===== src/rtl/cpu_multicycle_param.sv =====
// Multicycle FETCH/EXEC/WB core with configurable data width and register count.
// Fetches through a request/valid handshake; reports halt and undefined opcodes.
module cpu_multicycle_param #(
    parameter int unsigned DATA_W    = 8,
    parameter int unsigned REG_COUNT = 8,
    parameter logic [31:0] RESET_PC  = '0
) (
    input  logic              CLK,
    input  logic              RESET,
    input  logic [31:0]       INSTRUCTION,
    input  logic              INSTR_VALID,
    output logic [31:0]       PC,
    output logic              INSTR_REQ,
    output logic              WB_EN,
    output logic [DATA_W-1:0] RESULT,
    output logic              HALTED,
    output logic              ILLEGAL
);

    localparam int unsigned RA_W = $clog2(REG_COUNT);

    typedef enum logic [1:0] {S_FETCH, S_EXEC, S_WB, S_HALT} state_t;
    typedef enum logic [7:0] {
        OP_LOADI = 8'h00, OP_MOV = 8'h01, OP_ADD = 8'h02, OP_SUB = 8'h03,
        OP_AND   = 8'h04, OP_OR  = 8'h05, OP_J   = 8'h06, OP_BEQ = 8'h07,
        OP_HALT  = 8'h08
    } opcode_t;

    state_t            state, state_next;
    logic [31:0]       ir;
    logic [31:0]       next_pc;
    logic [DATA_W-1:0] regs [REG_COUNT];

    logic [RA_W-1:0]   rd, rs1, rs2;
    logic [DATA_W-1:0] a, b, imm, alu;
    logic [31:0]       seq_pc, target, exec_pc;
    logic              is_alu, is_halt, is_ill;
    logic              fetch_ok;
    logic              unused_ir;

    assign rd        = ir[16 +: RA_W];
    assign rs1       = ir[8 +: RA_W];
    assign rs2       = ir[0 +: RA_W];
    assign a         = regs[rs1];
    assign b         = regs[rs2];
    assign imm       = DATA_W'($signed(ir[7:0]));
    assign seq_pc    = PC + 32'd4;
    assign target    = seq_pc + (32'($signed(ir[23:16])) << 2);
    assign fetch_ok  = INSTR_REQ && INSTR_VALID;
    assign unused_ir = ^ir;

    always_comb begin
        is_alu  = 1'b0;
        is_halt = 1'b0;
        is_ill  = 1'b0;
        alu     = '0;
        exec_pc = seq_pc;
        case (ir[31:24])
            OP_LOADI: begin alu = imm;   is_alu = 1'b1; end
            OP_MOV:   begin alu = b;     is_alu = 1'b1; end
            OP_ADD:   begin alu = a + b; is_alu = 1'b1; end
            OP_SUB:   begin alu = a - b; is_alu = 1'b1; end
            OP_AND:   begin alu = a & b; is_alu = 1'b1; end
            OP_OR:    begin alu = a | b; is_alu = 1'b1; end
            OP_J:     exec_pc = target;
            OP_BEQ:   if (a == b) exec_pc = target;
            OP_HALT:  begin is_halt = 1'b1; exec_pc = PC; end
            default:  is_ill = 1'b1;
        endcase
    end

    always_comb begin
        state_next = state;
        case (state)
            S_FETCH: if (fetch_ok) state_next = S_EXEC;
            S_EXEC:  state_next = S_WB;
            S_WB:    state_next = HALTED ? S_HALT : S_FETCH;
            default: state_next = S_HALT;
        endcase
    end

    always_ff @(posedge CLK or posedge RESET) begin
        if (RESET) state <= S_FETCH;
        else       state <= state_next;
    end

    // EXEC registers the outcome into WB_EN/ILLEGAL/RESULT/next_pc; the WB edge commits PC and rd.
    always_ff @(posedge CLK or posedge RESET) begin
        if (RESET) begin
            PC        <= RESET_PC;
            ir        <= '0;
            next_pc   <= '0;
            INSTR_REQ <= 1'b0;
            WB_EN     <= 1'b0;
            RESULT    <= '0;
            HALTED    <= 1'b0;
            ILLEGAL   <= 1'b0;
            for (int unsigned i = 0; i < REG_COUNT; i++) regs[RA_W'(i)] <= '0;
        end else begin
            INSTR_REQ <= (state_next == S_FETCH);
            WB_EN     <= 1'b0;
            ILLEGAL   <= 1'b0;
            case (state)
                S_FETCH: if (fetch_ok) ir <= INSTRUCTION;
                S_EXEC: begin
                    WB_EN   <= is_alu;
                    ILLEGAL <= is_ill;
                    HALTED  <= HALTED | is_halt;
                    next_pc <= exec_pc;
                    if (is_alu) RESULT <= alu;
                end
                S_WB: begin
                    PC <= next_pc;
                    if (WB_EN) regs[rd] <= RESULT;
                end
                default: ;
            endcase
        end
    end

endmodule


===== config.mk =====
export PLATFORM = sky130hd
export DESIGN_NAME = cpu_multicycle_param
export DESIGN_NICKNAME = d
export VERILOG_FILES = /design/src/rtl/cpu_multicycle_param.sv
export SDC_FILE = /design/constraint.sdc
export NUM_CORES = 1
export LEC_CHECK = 0
export BUFFER_PORTS_ARGS = -buffer_cell sky130_fd_sc_hd__buf_2
export CORE_MARGIN = 2
export CORE_UTILIZATION = 46
export CTS_CLUSTER_SIZE = 40
export DETAILED_ROUTE_END_ITERATION = 6
export GPL_TIMING_DRIVEN = 0
export PLACE_DENSITY = 0.61
export SYNTH_ARGS = -nofsm -noshare
export SYNTH_HDL_FRONTEND = slang
export SYNTH_SLANG_ARGS = --single-unit

===== constraint.sdc =====
create_clock -name CLK -period 10.93 [get_ports CLK]
set_input_delay 1.093 -clock CLK [delete_from_list [all_inputs] [get_ports CLK]]
set_output_delay 1.093 -clock CLK [all_outputs]
set_load 0.01 [all_outputs]

* Word-level counts from Yosys, hierarchy flattened
Index checks and enable logic that the tools add are counted.
Word-level totals: bits in registers 174, input port bits 35, output and inout port bits 44, logic and storage cells 72
Cells by class: add/subtract/negate cells 4, order comparisons 4, eq/ne operators 11, muxes and demuxes 20, bitwise gates (word level) 6, reductions and logical operators 10
Operator list (number):
- $pmux 32 s3 | 1
- $bwmux 64 | 1
- $bmux 8 s3 | 2
- $pmux 8 s6 | 1
- $mux 8 | 5
- $add 32x3->32 const B | 1
- $add 32x32->32 | 1
- $eq 8x3->1 const B | 4
- $mux 32 | 1
- $demux 8 s3 | 1
- $eq 8x2->1 const B | 2
- $ge 4x4->1 const B | 3
- $not 3->4 | 3
- $reduce_or 9->1 | 1
- $add 8x8->8 | 1
- $and 8x8->8 | 1
- $eq 8x1->1 const B | 1
- $eq 8x4->1 const B | 1
- $eq 8x8->1 | 1
- $logic_not 8->1 | 1
- $or 8x8->8 | 1
- $sub 8x8->8 | 1
- $pmux 2 s3 | 1
- $reduce_and 2->1 | 3
- other kinds (9) | 16

* Logic depth before layout (Yosys ltp)
depth in word-level cells 7, depth in mapped cells 16

* Worst setup path after synthesis
OpenSTA, ideal clock, no wires.
path kind register to register, start point register ir[8], end point register next_pc[23], arrival 3.629 ns, required time 10.800 ns, setup slack 7.172 ns, cell stages (with the launch flop) 14, path buffers 4, period minus slack after synthesis 3.758 ns, path through dfrtp_1 > clkbuf_1 > buf_2 > mux4_2 > mux2i_1 > ha_1 > or4_4 > o21ai_4 > and4_1 > buf_4 > nor2_2 > buf_6 > a222oi_1 > o21ai_1
Between the ends: word-level cells in the longest chain between the ends 7
Ends and longest elaborated chain:
- start, declared | RTL line 30 | logic [31:0] ir;
- start signal, assigned | RTL line 91 | ir <= '0;
- start signal, assigned | RTL line 104 | S_FETCH: if (fetch_ok) ir <= INSTRUCTION;
- $not 3->4 (implied by the code) | RTL line 44 | assign a = regs[rs1];
- $bmux 8 s3 | RTL line 44
- $mux 8 (implied by the code) (2 in a row) | RTL line 44
- $eq 8x8->1 | RTL line 66 | OP_BEQ: if (a == b) exec_pc = target;
- $mux 32 | RTL line 66
- $pmux 32 s3 | RTL line 58 | case (ir[31:24])
- end signal, assigned | RTL line 109 | next_pc <= exec_pc;
- end, declared | RTL line 31 | logic [31:0] next_pc;
No other way between the ends. The select of a mux whose other input is x is not followed. A chain may end at the register's enable or synchronous reset.

* Worst setup path after layout
start point register ir[9], end point register next_pc[17]
The elaborated chain is that of the path after synthesis.

==> results.sh <==
export IMPL_fin_tns_setup_ns=0
export IMPL_drt_total_wl_mm=30.5
export IMPL_postLayoutCoreUtil=0.521
export IMPL_syn_avg_cell_area_sq_um=10.5
export IMPL_p_leak_nw=5.68
export IMPL_fmax_ghz=0.205
export IMPL_synth_largest_area_cell="dfrtp_1"
export IMPL_final_common_cell="dfrtp_1"
export IMPL_drive_gt1_frac=0.268
export IMPL_hold_path_cell_count=2
export IMPL_worstReg2RegStart="ir[9]$_DFFE_PP0P_"
export IMPL_slew_viol_final=0
export IMPL_tightest_slew_ns=1.23
export IMPL_grt_pass1_vias=8710
export IMPL_antenna_left=0
export IMPL_min_to="next_pc[13]$_DFFE_PP0P_"
export IMPL_nets=1257
export IMPL_clock_latency_ns=0.43
export IMPL_synthesis_nets=1164
export IMPL_io_pins=79
export IMPL_gr_usage_met1=0.331
export IMPL_yosysUniqueCellTypes=78
export IMPL_crit_type="reg2reg"
export IMPL_hold_viol_final=0
export IMPL_cts_hold_buf=0
export IMPL_internal_power_mw=1.90
export IMPL_drtIter0Drc=645
export IMPL_use_met2=0.420
export IMPL_vias=8701
export IMPL_numCtsBuffers=17
export IMPL_seq_area_frac_synth=0.378
export IMPL_final_cell_mix="dfrtp_1 (169), mux2_2 (126), nand2_1 (89)"
export IMPL_grt_pass1_wl_mm=49.4
export IMPL_ys_ff_latch=169
export IMPL_wl_per_cell_um=20.3
export IMPL_synthCells=1068
export IMPL_port_buffers=73
export IMPL_switching_share=0.455
export IMPL_crit_path_frequent_cell="clkbuf_1"
export IMPL_area_delta_synth_final_pct=12.2
export IMPL_yosys_warnings=0
export IMPL_slew_limit_headroom=0.181
export IMPL_dpl_cell_count=1466
export IMPL_syn_area_sq_mm=0.0112
export IMPL_firstDrtPassIters=5
export IMPL_status="completed"
export IMPL_fin_crit_ns=4.87
export IMPL_antenna_found_initial=0
export IMPL_startpoint_type="flop"
export IMPL_die_area_sq_mm=0.0256
export IMPL_gp_congestion=0.920
export IMPL_yosysTopAreaCellShare=0.378
export IMPL_ys_flop_type="dfrtp_1"
export IMPL_ir_worst_vdd_mv=0.124
export IMPL_max_cap_violations=0
export IMPL_worstRegToRegCells=13
export IMPL_dp_hpwl_mm=22.5
export IMPL_use_met3=0.0322
export IMPL_path_max_fanout=10
export IMPL_die_y_um=160
export IMPL_cts_path_max_buffers=2
export IMPL_r2r_end="next_pc[17]$_DFFE_PP0P_"
export IMPL_grt_setup_unrepaired="false"
export IMPL_reg2reg_slack_ns=6.06
export IMPL_slowest_delay_ns=0.70
export IMPL_grt_max_degree=86
export IMPL_diodes=0
export IMPL_cp_data_required_time_ns=11.20
export IMPL_yosys_top_cells_area="dfrtp_1 (38%), mux2_2 (13%), ha_1 (6.5%)"
export IMPL_drt_drc_violations_left=0
export IMPL_rows=57
export IMPL_path_cells="clkbuf_1 -> clkbuf_1 -> mux4_2 -> mux2i_1 -> ha_1 -> or4_4 -> o21ai_4 -> nand4_1 -> nand2_1 -> buf_4 -> o31ai_1 -> a21oi_1 -> o21ai_0"
export IMPL_synth_async_reset_ratio=1.00
export IMPL_power_switching_mw=1.59
export IMPL_setup_viol=0
export IMPL_vias_per_cell=5.81
export IMPL_pwr_share_seq=0.293
export IMPL_min_path_type="reg2reg"
export IMPL_cts_root_buf="clkbuf_16"
export IMPL_synth_edff_count=0
export IMPL_core_area_sq_mm=0.0241
export IMPL_clock_skew_ns=0.0161
export IMPL_cts_sinks=169
export IMPL_grt_ovfl_total=0
export IMPL_path_clk_slew_ns=0.08
export IMPL_start_util=0.465
export IMPL_tritoncts="yes"
export IMPL_htreeDepth=4
export IMPL_pwr_share_clk=0.167
export IMPL_post_cts_buffers=0
export IMPL_cts_resized=0
export IMPL_gr_max_usage_layer="met2"
export IMPL_combPwrFrac=0.540
export IMPL_hp_start="next_pc[13]$_DFFE_PP0P_"
export IMPL_grt_usage=0.246
export IMPL_post_route_period_util=0.445
export IMPL_cp_slowest_cell="clkbuf_1"
export IMPL_stdcell_count=1498
export IMPL_crit_arrival_ns=5.14
export IMPL_critPathCaptureType="flop"
export IMPL_p_per_area_mw_per_mm2=278
export IMPL_die_x_um=160
==> synth_stat cells, drive strengths merged, types with 10 or more instances <==
library cell,instances
nand2,90
dfrtp,169
clkbuf,31
a31oi,15
mux4,32
nor2,55
nor3,19
nand3,18
xor2,18
ha,58
mux2,126
a21oi,69
a21o,16
xnor2,42
inv,36
mux2i,13
o21ai,70
buf,26
nand4,12
and3,10
o31ai,10
a22oi,10
o21bai,10
nand2b,10
==> stage by stage <==
| step | power (mW) | worst slack (ns) | hold slack (ns) | cell area, sq um |
|---|---|---|---|---|
| floorplan | 2.36 | 5.26 | 0.442 | 11200 |
| global placement | 2.88 | 3.22 | 0.461 | 12000 |
| detailed placement | 2.90 | 6.08 | 0.467 | 12000 |
| CTS | 3.49 | 6.07 | 0.481 | 12600 |
| global route | 3.75 | 5.79 | 0.518 | 12600 |
| finish | 3.49 | 6.06 | 0.479 | 12600 |
==> routing by layer <==
metal | vias up | share of wire
met1 | 4365 | 0.45
met4 | 0 | 0.020
met5 | - | 0
li1 | 4122 | -
met2 | 181 | 0.50
met3 | 33 | 0.037
==> power groups by stage <==
stage               Combinational [mW]  Sequential, mW  Clock [mW]
floorplan                         1.37           0.986           0
CTS                               1.88            1.02       0.592
global route                      2.08            1.05       0.619
finish                            1.88            1.02       0.582
global placement                  1.86            1.03           0
detailed placement                1.87            1.03           0
==> cell type report <==
type                       count  area (sq um)
buffer                        57           272
clock buffer                  19           443
clock inverter                13           114
fill                        2286         11500
inverter                      36           143
multi-input combinational    806          6560
sequential                   169          4230
tap                          324           405
timing repair buffer          74           393
==> worst max path at each step <==
stage / start / to / depth (start not counted)
3_5_place_dp: ir[8]$_DFFE_PP0P_ / next_pc[22]$_DFFE_PP0P_ / 13
5_1_grt: ir[8]$_DFFE_PP0P_ / next_pc[12]$_DFFE_PP0P_ / 13
4_1_cts: ir[8]$_DFFE_PP0P_ / next_pc[22]$_DFFE_PP0P_ / 13
6_report: ir[9]$_DFFE_PP0P_ / next_pc[17]$_DFFE_PP0P_ / 13
3_3_place_gp: RESET / PC[26]$_DFFE_PP0N_ / 2
2_1_floorplan: RESET / HALTED$_DFFE_PP0P_ / 1
==> state kept, by name, indices dropped and copies added, names as in the netlist <==
name / count
INSTR_REQ: 1
ir: 27
state: 2
WB_EN: 1
PC: 32
next_pc: 32
HALTED: 1
RESULT: 8
ILLEGAL: 1
regs: 64
==> cells by family after synthesis <==
group | synth area share
adders and majority gates | 0.0702
xor gates and xnor gates | 0.0469
buffers and inverters | 0.0363
AOI/OAI and AO/OA | 0.144
and+or+nand+nor | 0.122
DFF | 0.378
muxes | 0.203
==> critical path, delay by kind of cell (launching register included) <==
kind | cells | cell delay [ns]
multiplexers | 2 | 0.70
buffers and inverters | 3 | 1.54
flip-flops | 1 | 0.32
AO/OA/AOI/OAI | 4 | 0.59
AND/OR/NAND/NOR | 3 | 1.22
adder cells (fa/ha/maj) | 1 | 0.33
Power figures use the tool's default switching activity.
